## config.mk

```make
export PLATFORM = sky130hd
export DESIGN_NAME = mem_access_unit
export DESIGN_NICKNAME = d
export VERILOG_FILES = /design/src/rtl/mem_pkg.sv /design/src/rtl/mem_lane_align.sv /design/src/rtl/mem_access_unit.sv
export SDC_FILE = /design/constraint.sdc
export NUM_CORES = 1
export LEC_CHECK = 0
export ABC_AREA = 1
export CAP_MARGIN = 20
export CORE_MARGIN = 8
export CORE_UTILIZATION = 45
export DETAILED_ROUTE_END_ITERATION = 10
export PLACE_DENSITY = 0.78
export SETUP_SLACK_MARGIN = 0.3
export SLEW_MARGIN = 25
export SYNTH_ARGS = -nofsm -noshare
export SYNTH_HDL_FRONTEND = slang
export SYNTH_SLANG_ARGS = --single-unit
```

## constraint.sdc

```tcl
create_clock -name clk -period 4.14 [get_ports clk]
set_input_delay 0.621 -clock clk [delete_from_list [all_inputs] [get_ports clk]]
set_output_delay 0.621 -clock clk [all_outputs]
set_load 0.01 [all_outputs]
```

## src/rtl/mem_pkg.sv

```systemverilog
// mem_pkg: decoder load/store codes, access sizes and FSM state shared by the memory access unit.
package mem_pkg;
  localparam logic [2:0] RC_LB  = 3'b000;
  localparam logic [2:0] RC_LBU = 3'b001;
  localparam logic [2:0] RC_LH  = 3'b010;
  localparam logic [2:0] RC_LHU = 3'b011;
  localparam logic [2:0] RC_LW  = 3'b100;
  localparam logic [1:0] WC_SW  = 2'b00;
  localparam logic [1:0] WC_SH  = 2'b01;
  localparam logic [1:0] WC_SB  = 2'b10;
  typedef enum logic [1:0] {S_IDLE, S_ISSUE, S_RESP} state_t;
  typedef enum logic [1:0] {SZ_B, SZ_H, SZ_W} size_t;
endpackage

```

## src/rtl/mem_lane_align.sv

```systemverilog
// mem_lane_align: byte enables, store lane replication, load extract/extension and misalign flag.
// The misalign flag is only produced when MEM_ALIGN_CHECK_EN is defined.
module mem_lane_align
  import mem_pkg::*;
(
  input  logic        i_we,
  input  logic [1:0]  i_addr_lo,
  input  logic [2:0]  i_rc,
  input  logic [1:0]  i_wc,
  input  logic [31:0] i_wdata,
  input  logic [31:0] i_rdata,
  output logic [3:0]  o_be,
  output logic [31:0] o_wdata,
  output logic [31:0] o_rdata,
  output logic        o_misalign
);
  size_t       w_sz;
  logic        w_sgn;
  logic [7:0]  w_byte;
  logic [15:0] w_half;
  // Undefined codes fall through to full-word size.
  assign w_sz = i_we ? (i_wc == WC_SB ? SZ_B : i_wc == WC_SH ? SZ_H : SZ_W)
                     : ((i_rc == RC_LB || i_rc == RC_LBU) ? SZ_B
                     : (i_rc == RC_LH || i_rc == RC_LHU) ? SZ_H : SZ_W);
  assign w_sgn  = i_rc == RC_LB || i_rc == RC_LH;
  assign w_byte = i_rdata[{i_addr_lo, 3'b000} +: 8];
  assign w_half = i_addr_lo[1] ? i_rdata[31:16] : i_rdata[15:0];
  assign o_be = w_sz == SZ_B ? 4'b0001 << i_addr_lo
              : w_sz == SZ_H ? (i_addr_lo[1] ? 4'b1100 : 4'b0011) : 4'b1111;
  assign o_wdata = w_sz == SZ_B ? {4{i_wdata[7:0]}}
                 : w_sz == SZ_H ? {2{i_wdata[15:0]}} : i_wdata;
  assign o_rdata = w_sz == SZ_B ? {{24{w_sgn & w_byte[7]}}, w_byte}
                 : w_sz == SZ_H ? {{16{w_sgn & w_half[15]}}, w_half} : i_rdata;
`ifdef MEM_ALIGN_CHECK_EN
  assign o_misalign = (w_sz == SZ_H && i_addr_lo[0]) || (w_sz == SZ_W && i_addr_lo != 2'b00);
`else
  assign o_misalign = 1'b0;
`endif
endmodule

```

## src/rtl/mem_access_unit.sv

```systemverilog
// mem_access_unit: MEM-stage load/store sequencer over a single-outstanding valid/ack bus.
// Define MEM_ALIGN_CHECK_EN to fail misaligned half/word accesses without touching the bus.
module mem_access_unit
  import mem_pkg::*;
#(
  parameter int TIMEOUT_CYCLES = 16
) (
  input  logic        clk,
  input  logic        rst_n,
  input  logic        req_valid,
  output logic        req_ready,
  input  logic        req_we,
  input  logic [31:0] req_addr,
  input  logic [31:0] req_wdata,
  input  logic [2:0]  readcontrol,
  input  logic [1:0]  writecontrol,
  output logic        resp_valid,
  output logic [31:0] resp_rdata,
  output logic        resp_err,
  output logic        stall,
  output logic        bus_req,
  output logic        bus_we,
  output logic [31:0] bus_addr,
  output logic [3:0]  bus_be,
  output logic [31:0] bus_wdata,
  input  logic        bus_ack,
  input  logic [31:0] bus_rdata
);
  state_t      r_state, w_next;
  logic        r_we, r_err;
  logic [31:0] r_addr, r_wdata, r_rdata;
  logic [2:0]  r_rc;
  logic [1:0]  r_wc;
  logic [7:0]  r_cnt;
  logic        w_idle, w_issue, w_resp, w_accept, w_tmo, w_misalign;
  logic [3:0]  w_be;
  logic [31:0] w_wdata, w_ext;
  assign w_idle   = r_state == S_IDLE;
  assign w_issue  = r_state == S_ISSUE;
  assign w_resp   = r_state == S_RESP;
  assign w_accept = w_idle && req_valid;
  assign w_tmo    = r_cnt == 8'(TIMEOUT_CYCLES - 1);
  // In IDLE the aligner looks at the incoming request so misalignment is known at the accept edge.
  mem_lane_align u_align (
    .i_we       (w_idle ? req_we : r_we),
    .i_addr_lo  (w_idle ? req_addr[1:0] : r_addr[1:0]),
    .i_rc       (w_idle ? readcontrol : r_rc),
    .i_wc       (w_idle ? writecontrol : r_wc),
    .i_wdata    (r_wdata),
    .i_rdata    (bus_rdata),
    .o_be       (w_be),
    .o_wdata    (w_wdata),
    .o_rdata    (w_ext),
    .o_misalign (w_misalign)
  );
  always_comb begin
    w_next = w_idle ? (w_accept ? (w_misalign ? S_RESP : S_ISSUE) : S_IDLE)
           : w_issue ? ((bus_ack || w_tmo) ? S_RESP : S_ISSUE) : S_IDLE;
  end
  always_ff @(posedge clk or negedge rst_n) begin
    if (!rst_n) r_state <= S_IDLE;
    else r_state <= w_next;
  end
  always_ff @(posedge clk or negedge rst_n) begin
    if (!rst_n) begin
      r_we    <= 1'b0;
      r_err   <= 1'b0;
      r_addr  <= '0;
      r_wdata <= '0;
      r_rdata <= '0;
      r_rc    <= '0;
      r_wc    <= '0;
      r_cnt   <= '0;
    end else if (w_accept) begin
      r_we    <= req_we;
      r_addr  <= req_addr;
      r_wdata <= req_wdata;
      r_rc    <= readcontrol;
      r_wc    <= writecontrol;
      r_err   <= w_misalign;
      r_rdata <= '0;
      r_cnt   <= '0;
    end else if (w_issue) begin
      if (bus_ack) begin
        r_rdata <= r_we ? 32'd0 : w_ext;
        r_err   <= 1'b0;
      end else if (w_tmo) begin
        r_rdata <= '0;
        r_err   <= 1'b1;
      end else begin
        r_cnt <= r_cnt + 8'd1;
      end
    end
  end
  assign req_ready  = w_idle;
  assign stall      = !w_idle;
  assign bus_req    = w_issue;
  assign bus_we     = w_issue && r_we;
  assign bus_addr   = w_issue ? {r_addr[31:2], 2'b00} : 32'd0;
  assign bus_be     = w_issue ? w_be : 4'd0;
  assign bus_wdata  = (w_issue && r_we) ? w_wdata : 32'd0;
  assign resp_valid = w_resp;
  assign resp_rdata = w_resp ? r_rdata : 32'd0;
  assign resp_err   = w_resp && r_err;
endmodule

```

Word-level counts from Yosys, hierarchy flattened
Index checks and enable logic that the tools add are counted.
{"block": "op_classes", "add_sub_neg": 1, "eq_ne": 11, "n_reduce_logical": 15, "shift": 2, "bitwise_logic": 2, "n_mux": 38}
{"cell": "two-way mux 32 bit", "n": 12}
{"cell": "two-way mux 8 bit", "n": 4}
{"cell": "indexed part select 32 x 6 -> 8 bit", "n": 1}
{"cell": "two-way mux 2 bit", "n": 10}
{"cell": "two-way mux 16 bit", "n": 1}
{"cell": "two-way mux 4 bit", "n": 4}
{"cell": "adder 8 x 1 -> 8 bit, second input constant", "n": 1}
{"cell": "equality test 8 x 4 -> 1 bit, second input constant", "n": 1}
{"cell": "equality test 2 x 1 -> 1 bit, second input constant", "n": 3}
{"cell": "equality test 3 x 2 -> 1 bit, second input constant", "n": 2}
{"cell": "two-way mux 1 bit", "n": 6}
{"cell": "equality test 2 bit, second input constant", "n": 2}
{"cell": "logical NOT 2 bit", "n": 2}
{"cell": "logical OR 1 bit", "n": 4}
{"cell": "left shift 1 x 2 -> 4 bit, first input constant", "n": 1}
{"cell": "equality test 3 x 1 -> 1 bit, second input constant", "n": 1}
{"cell": "logical AND 1 bit", "n": 3}
{"cell": "logical NOT 3 bit", "n": 1}
{"cell": "two-way mux 3 bit", "n": 1}
{"cell": "AND reduction 3 bit", "n": 1}
{"cell": "nonzero test 3 bit", "n": 1}
{"cell": "AND 1 bit", "n": 2}
{"cell": "!= test 2 x 1 -> 1 bit, second input constant", "n": 1}
{"cell": "!= test 2 bit, second input constant", "n": 1}
{"cell": "other kinds (3)", "n": 3}
{"block": "totals", "out_inout_bits": 106, "word_cells": 78, "ff_bits": 113}

Longest topological paths before layout
{"block": "depth", "depth_word": 14, "depth_mapped": 16}

Modules after synthesis
Synthesis repeated with hierarchy kept, for this count alone.
{"block": "hier_totals", "hier_cells": 1145, "hier_area_um2": 7277.0}
{"mod": "mem_access_unit", "n_inst": 1, "area_each_um2": 5683.0, "cells_each": 802}
{"mod": "mem_lane_align", "n_inst": 1, "area_each_um2": 1594.0, "cells_each": 343}

Worst setup path after synthesis
No wires, ideal clock.
{"block": "synth_path", "kind": "register -> output", "start": "register r_state[1]", "end": "output port bus_wdata[12]", "arrival_time_ns": 1.970, "slack_ns": 1.549, "n_path_buf": 2, "required_time_ns": 3.519, "stages_incl_launch_ff": 11, "cell_sequence": "dfrtp_1 -> nor2_1 -> buf_6 -> o21ai_0 -> ha_1 -> nand3_1 -> nand2_4 -> nor2_8 -> buf_2 -> nand2_1 -> a21oi_1"}
{"block": "synth_via", "elab_chain_len": 10, "word_cells_on_any_way": 22}
{"item": "start: declaration", "line": "mem_access_unit.sv:29", "source": "state_t r_state, w_next;"}
{"item": "start signal: assignment", "line": "mem_access_unit.sv:62", "source": "else r_state <= w_next;"}
{"item": "logical NOT 2 bit (*)", "line": "mem_access_unit.sv:38", "source": "assign w_idle = r_state == S_IDLE;"}
{"item": "named net req_ready", "line": "mem_access_unit.sv:11", "source": "output logic req_ready,"}
{"item": "two-way mux 3 bit", "line": "mem_access_unit.sv:47", "source": ".i_rc (w_idle ? readcontrol : r_rc),"}
{"item": "equality test 3 x 2 -> 1 bit", "line": "mem_lane_align.sv:24", "source": ": (i_rc == RC_LH || i_rc == RC_LHU) ? SZ_H : SZ_W);"}
{"item": "logical OR 1 bit", "line": "mem_lane_align.sv:24"}
{"item": "two-way mux 2 bit", "line": "mem_lane_align.sv:24"}
{"item": "two-way mux 2 bit", "line": "mem_lane_align.sv:23", "source": ": ((i_rc == RC_LB || i_rc == RC_LBU) ? SZ_B"}
{"item": "two-way mux 2 bit (*)", "line": "mem_lane_align.sv:22", "source": "assign w_sz = i_we ? (i_wc == WC_SB ? SZ_B : i_wc == WC_SH ? SZ_H : SZ_W)"}
{"item": "logical NOT 2 bit (*)", "line": "mem_lane_align.sv:30", "source": "assign o_wdata = w_sz == SZ_B ? {4{i_wdata[7:0]}}"}
{"item": "two-way mux 32 bit (*)", "line": "mem_lane_align.sv:30"}
{"item": "two-way mux 32 bit (*)", "line": "mem_access_unit.sv:101", "source": "assign bus_wdata = (w_issue && r_we) ? w_wdata : 32'd0;"}
{"item": "end: declaration", "line": "mem_access_unit.sv:25", "source": "output logic [31:0] bus_wdata,"}
The timed path passes the listed nets; every way through them passes the cells marked *.

Final worst setup path
{"block": "layout_path", "start": "register r_state[0]", "end": "output port bus_wdata[13]"}
{"block": "layout_via", "elab_chain_len": 10, "word_cells_on_any_way": 22}
{"item": "logical NOT 2 bit", "line": "mem_access_unit.sv:38"}
{"item": "two-way mux 3 bit", "line": "mem_access_unit.sv:47"}
{"item": "equality test 3 x 2 -> 1 bit", "line": "mem_lane_align.sv:24"}
{"item": "logical OR 1 bit", "line": "mem_lane_align.sv:24"}
{"item": "two-way mux 2 bit", "line": "mem_lane_align.sv:24"}
{"item": "two-way mux 2 bit", "line": "mem_lane_align.sv:23"}
{"item": "two-way mux 2 bit", "line": "mem_lane_align.sv:22"}
{"item": "logical NOT 2 bit", "line": "mem_lane_align.sv:30"}
{"item": "two-way mux 32 bit", "line": "mem_lane_align.sv:30"}
{"item": "two-way mux 32 bit (*)", "line": "mem_access_unit.sv:101"}
Every way passes the cells marked *; elsewhere a longest branch is shown, timed or not.

==> run_results.csv <==
group,metric,value,unit
outcome,status,"complete, no violations",
min_path,hold_class,"primary input to asynchronous set/reset pin",
cells_and_area,stdcell_count,1370,
cts,cts.sink_count,113,
worst_setup_path,crit_buf_inv,3,
detailed_routing,viasPerCell,4.92,
worst_setup_path,end_kind,"primary output",
logic_synthesis,synth_top_flop_cell,"dfrtp_1",
power,ir_worst_vdd,390,uV
detailed_routing,wl,21300,um
cells_and_area,drive_gt1_share,6.16,%
worst_setup_path,cp_data_arrival_time,2.97,ns
worst_setup_path,cp_top_family,"buffers and inverters",
floorplan,initial_core_util,45.2,%
sta,max_freq,278,MHz
worst_setup_path,cpMaxStageDelayCell,"clkdlybuf4s50_1",
place,gp_congestion,0.895,
worst_setup_path,worstSetupPathType,"flip-flop to primary output",
logic_synthesis,syn_area,6470,um^2
logic_synthesis,syn_area_per_cell,6.63,um^2
floorplan,rows,44,
floorplan,die_h,136,um
logic_synthesis,synth_top_cell_by_area,"dfrtp_1",
detailed_routing,ant_nets,0,
worst_setup_path,slowest_delay,0.60,ns
global_routing,grt_max_degree,109,
global_routing,grt_antenna_before_repair,1,
detailed_routing,drc,0,
cts,htreeDepth,4,
worst_setup_path,crit_path_start_kind,"flip-flop",
cts,root_buffer,"clkbuf_16",
cts,insertion_delay,0.42,ns
cts,path_clk_slew,0.06,ns
detailed_routing,wl_per_cell,15.5,um
logic_synthesis,seq_area_frac_synth,43.7,%
floorplan,pin_count,212,
logic_synthesis,synth_edf_count,0,
floorplan,die_w,136,um
sta,hold_viol,0,
worst_setup_path,path_max_fanout,14,
cts,cts-buffers-inserted,17,
logic_synthesis,syn_inst,976,
worst_setup_path,crit_top_cell,"nand2_1",
floorplan,die-area,18500,um^2
logic_synthesis,ys_top_cells_by_area,"dfrtp_1, nand2_1, inv_1",
cells_and_area,antennaDiodeCount,0,
logic_synthesis,synth_common_cells,"nand2_1, inv_1, dfrtp_1",
cells_and_area,area_growth,43.6,%
cts,clockBufferDepth,2,
logic_synthesis,synth_cell_type_count,32,
logic_synthesis,yosysWarnings,0,
global_routing,gr-total-overflow,0,
logic_synthesis,ys_seq_elements,113,
place,placed_cells,1335,
sta,relSlewSlack,34.2,%
floorplan,core_area,14300,um^2
place,hpwl,15500,um
sta,finalCriticalPeriod,3.59,ns
cts,tritoncts,"built",
sta,fin_worst_skew,0.00847,ns
sta,rsz0062_at_grt,"false",
cells_and_area,nNetsFinal,1281,
power,power_density,639,nW/um^2
logic_synthesis,synth_most_common_cell,"nand2_1",
logic_synthesis,ys_async_sr_fraction,100,%
sta,slew_viol_final,0,
sta,worst_pin_slew,0.987,ns
sta,fin_setup_tns,0,ns
global_routing,grt_pass1_vias,6469,
sta,fin_crit_sh,86.8,%
sta,finalSetupViolCount,0,
run,cap_violations,0,
detailed_routing,via_count,6746,
worst_setup_path,path_cells,"inv_1 -> nand2_2 -> nand2_1 -> o21ai_0 -> ha_1 -> nand3_1 -> nand2_4 -> nor2_8 -> inv_2 -> nand2_1 -> a21oi_1 -> clkdlybuf4s50_1",
detailed_routing,drtPass1Iterations,5,
worst_setup_path,worstPathRequired,3.52,ns
power,leakage,4.56,nW
global_routing,grt_use_total,23.5,%
detailed_routing,drt_iter0_markers,674,
global_routing,grt_first_pass_wirelength,33900,um
logic_synthesis,netlist.area_leader.share,43.7,%
place,numPortBuffers,209,
==> flip-flops by register name, summed over array words and instances (netlist names) <==
signal / cells
r_rdata: 32
r_we: 1
r_err: 1
r_wdata: 32
r_wc: 2
r_rc: 3
r_state: 2
r_addr: 32
r_cnt: 8
==> final timing paths <==
| check | start | to | slack [ns] | depth (start not counted) |
|---|---|---|---|---|
| worst max-delay path | r_state[0] | bus_wdata[13] | 0.55 | 12 |
| worst min-delay path | rst_n | r_rdata[23] | 0.28 | 1 |
| worst max register to register | r_state[0] | r_rdata[20] | 1.47 | 12 |
| worst min register to register | r_rdata[4] | r_rdata[4] | 0.48 | 2 |
| max in group asynchronous | rst_n | r_addr[10] | 2.98 | 2 |
| min in group clk | r_rdata[4] | r_rdata[4] | 0.48 | 2 |
==> worst register-to-register path, stage by stage (launching register included) <==
cell,delay (ns)
dfrtp_1,0.42
inv_1,0.11
nand2_2,0.15
nand2_1,0.09
o21ai_0,0.08
ha_1,0.28
nand3_1,0.12
nand2_4,0.13
nor2_8,0.08
buf_4,0.17
a21oi_2,0.49
nand2_1,0.26
o21ai_0,0.22
==> layout by cell type (no fill, tap or decap), types with 2 or more instances in the layout <==
cell               n
nand2_1          396
clkdlybuf4s50_1  208
inv_1            139
dfrtp_1          113
nor2_1            84
o21ai_0           74
nand3_1           31
a21oi_1           30
nand4_1           19
clkbuf_16         17
buf_4             17
nand2_2            7
nor2_2             6
clkinvlp_4         5
inv_2              4
nor3_1             4
nand3_2            3
nand2_4            2
o21ai_1            2
ha_1               2
conb_1             2
clkbuf_1           2
inv_6              2
bufinv_16          2
clkinv_2           2
==> stage by stage <==
stage	power, mW	hold slack (ns)	instance area [um^2]	utilization (%)	setup WS [ns]
after floorplan	3.40	0.325	6480	-	1.55
after global placement	4.41	0.460	8670	60.6	0.286
after detailed placement	4.46	0.463	8670	60.6	0.285
after CTS	5.92	0.306	9260	64.7	0.326
after global routing	6.39	0.344	9300	64.9	0.317
final	5.94	0.281	9300	64.9	0.548
==> layout make-up <==
| class | instances | area (um^2) |
|---|---|---|
| inverters | 144 | 553 |
| clock inverters | 12 | 134 |
| multi-input cells | 672 | 2900 |
| repair buffers | 225 | 2210 |
| fillers | 1295 | 5020 |
| flip-flops and latches | 113 | 2830 |
| clock buffers | 20 | 447 |
| well taps | 184 | 230 |
==> logic make-up (layout without fill, tap and decap cells) <==
kind of cell               after synthesis  count (layout)  share of synthesized area, %
adders and majority gates                2               2                         0.387
and+or+nand+nor                        555             555                          35.0
DFF                                    113             113                          43.7
buffers and inverters                  192             401                          11.8
xor gates and xnor gates                 1               1                         0.135
AOI/OAI and AO/OA                      112             112                          8.91
other                                    1               2                        0.0579
==> power breakdown <==
group	internal (mW)	switching [mW]
Sequential	1.50	0.231
Clock	0.902	0.529
Combinational	1.06	1.73
==> routing by layer <==
| layer | part of all wire, % | track usage, % | vias up | routed length [um] |
|---|---|---|---|---|
| met5 | 0.061 | 0 | - | 13 |
| met4 | 2.6 | 9.70 | 2 | 562 |
| met3 | 11 | 9.87 | 39 | 2430 |
| met2 | 44 | 35.0 | 289 | 9390 |
| met1 | 42 | 29.4 | 3065 | 8880 |
| li1 | - | - | 3351 | - |
==> repair_timing <==
action / 4_1_cts / 5_1_grt
gates resized for setup: 3 / 2
buffers inserted: 0 / 3
hold buffers: 0 / 0
pin swaps: 0 / 2
setup endpoints to repair: 9 / 20
(Power assumes the default switching activity.)
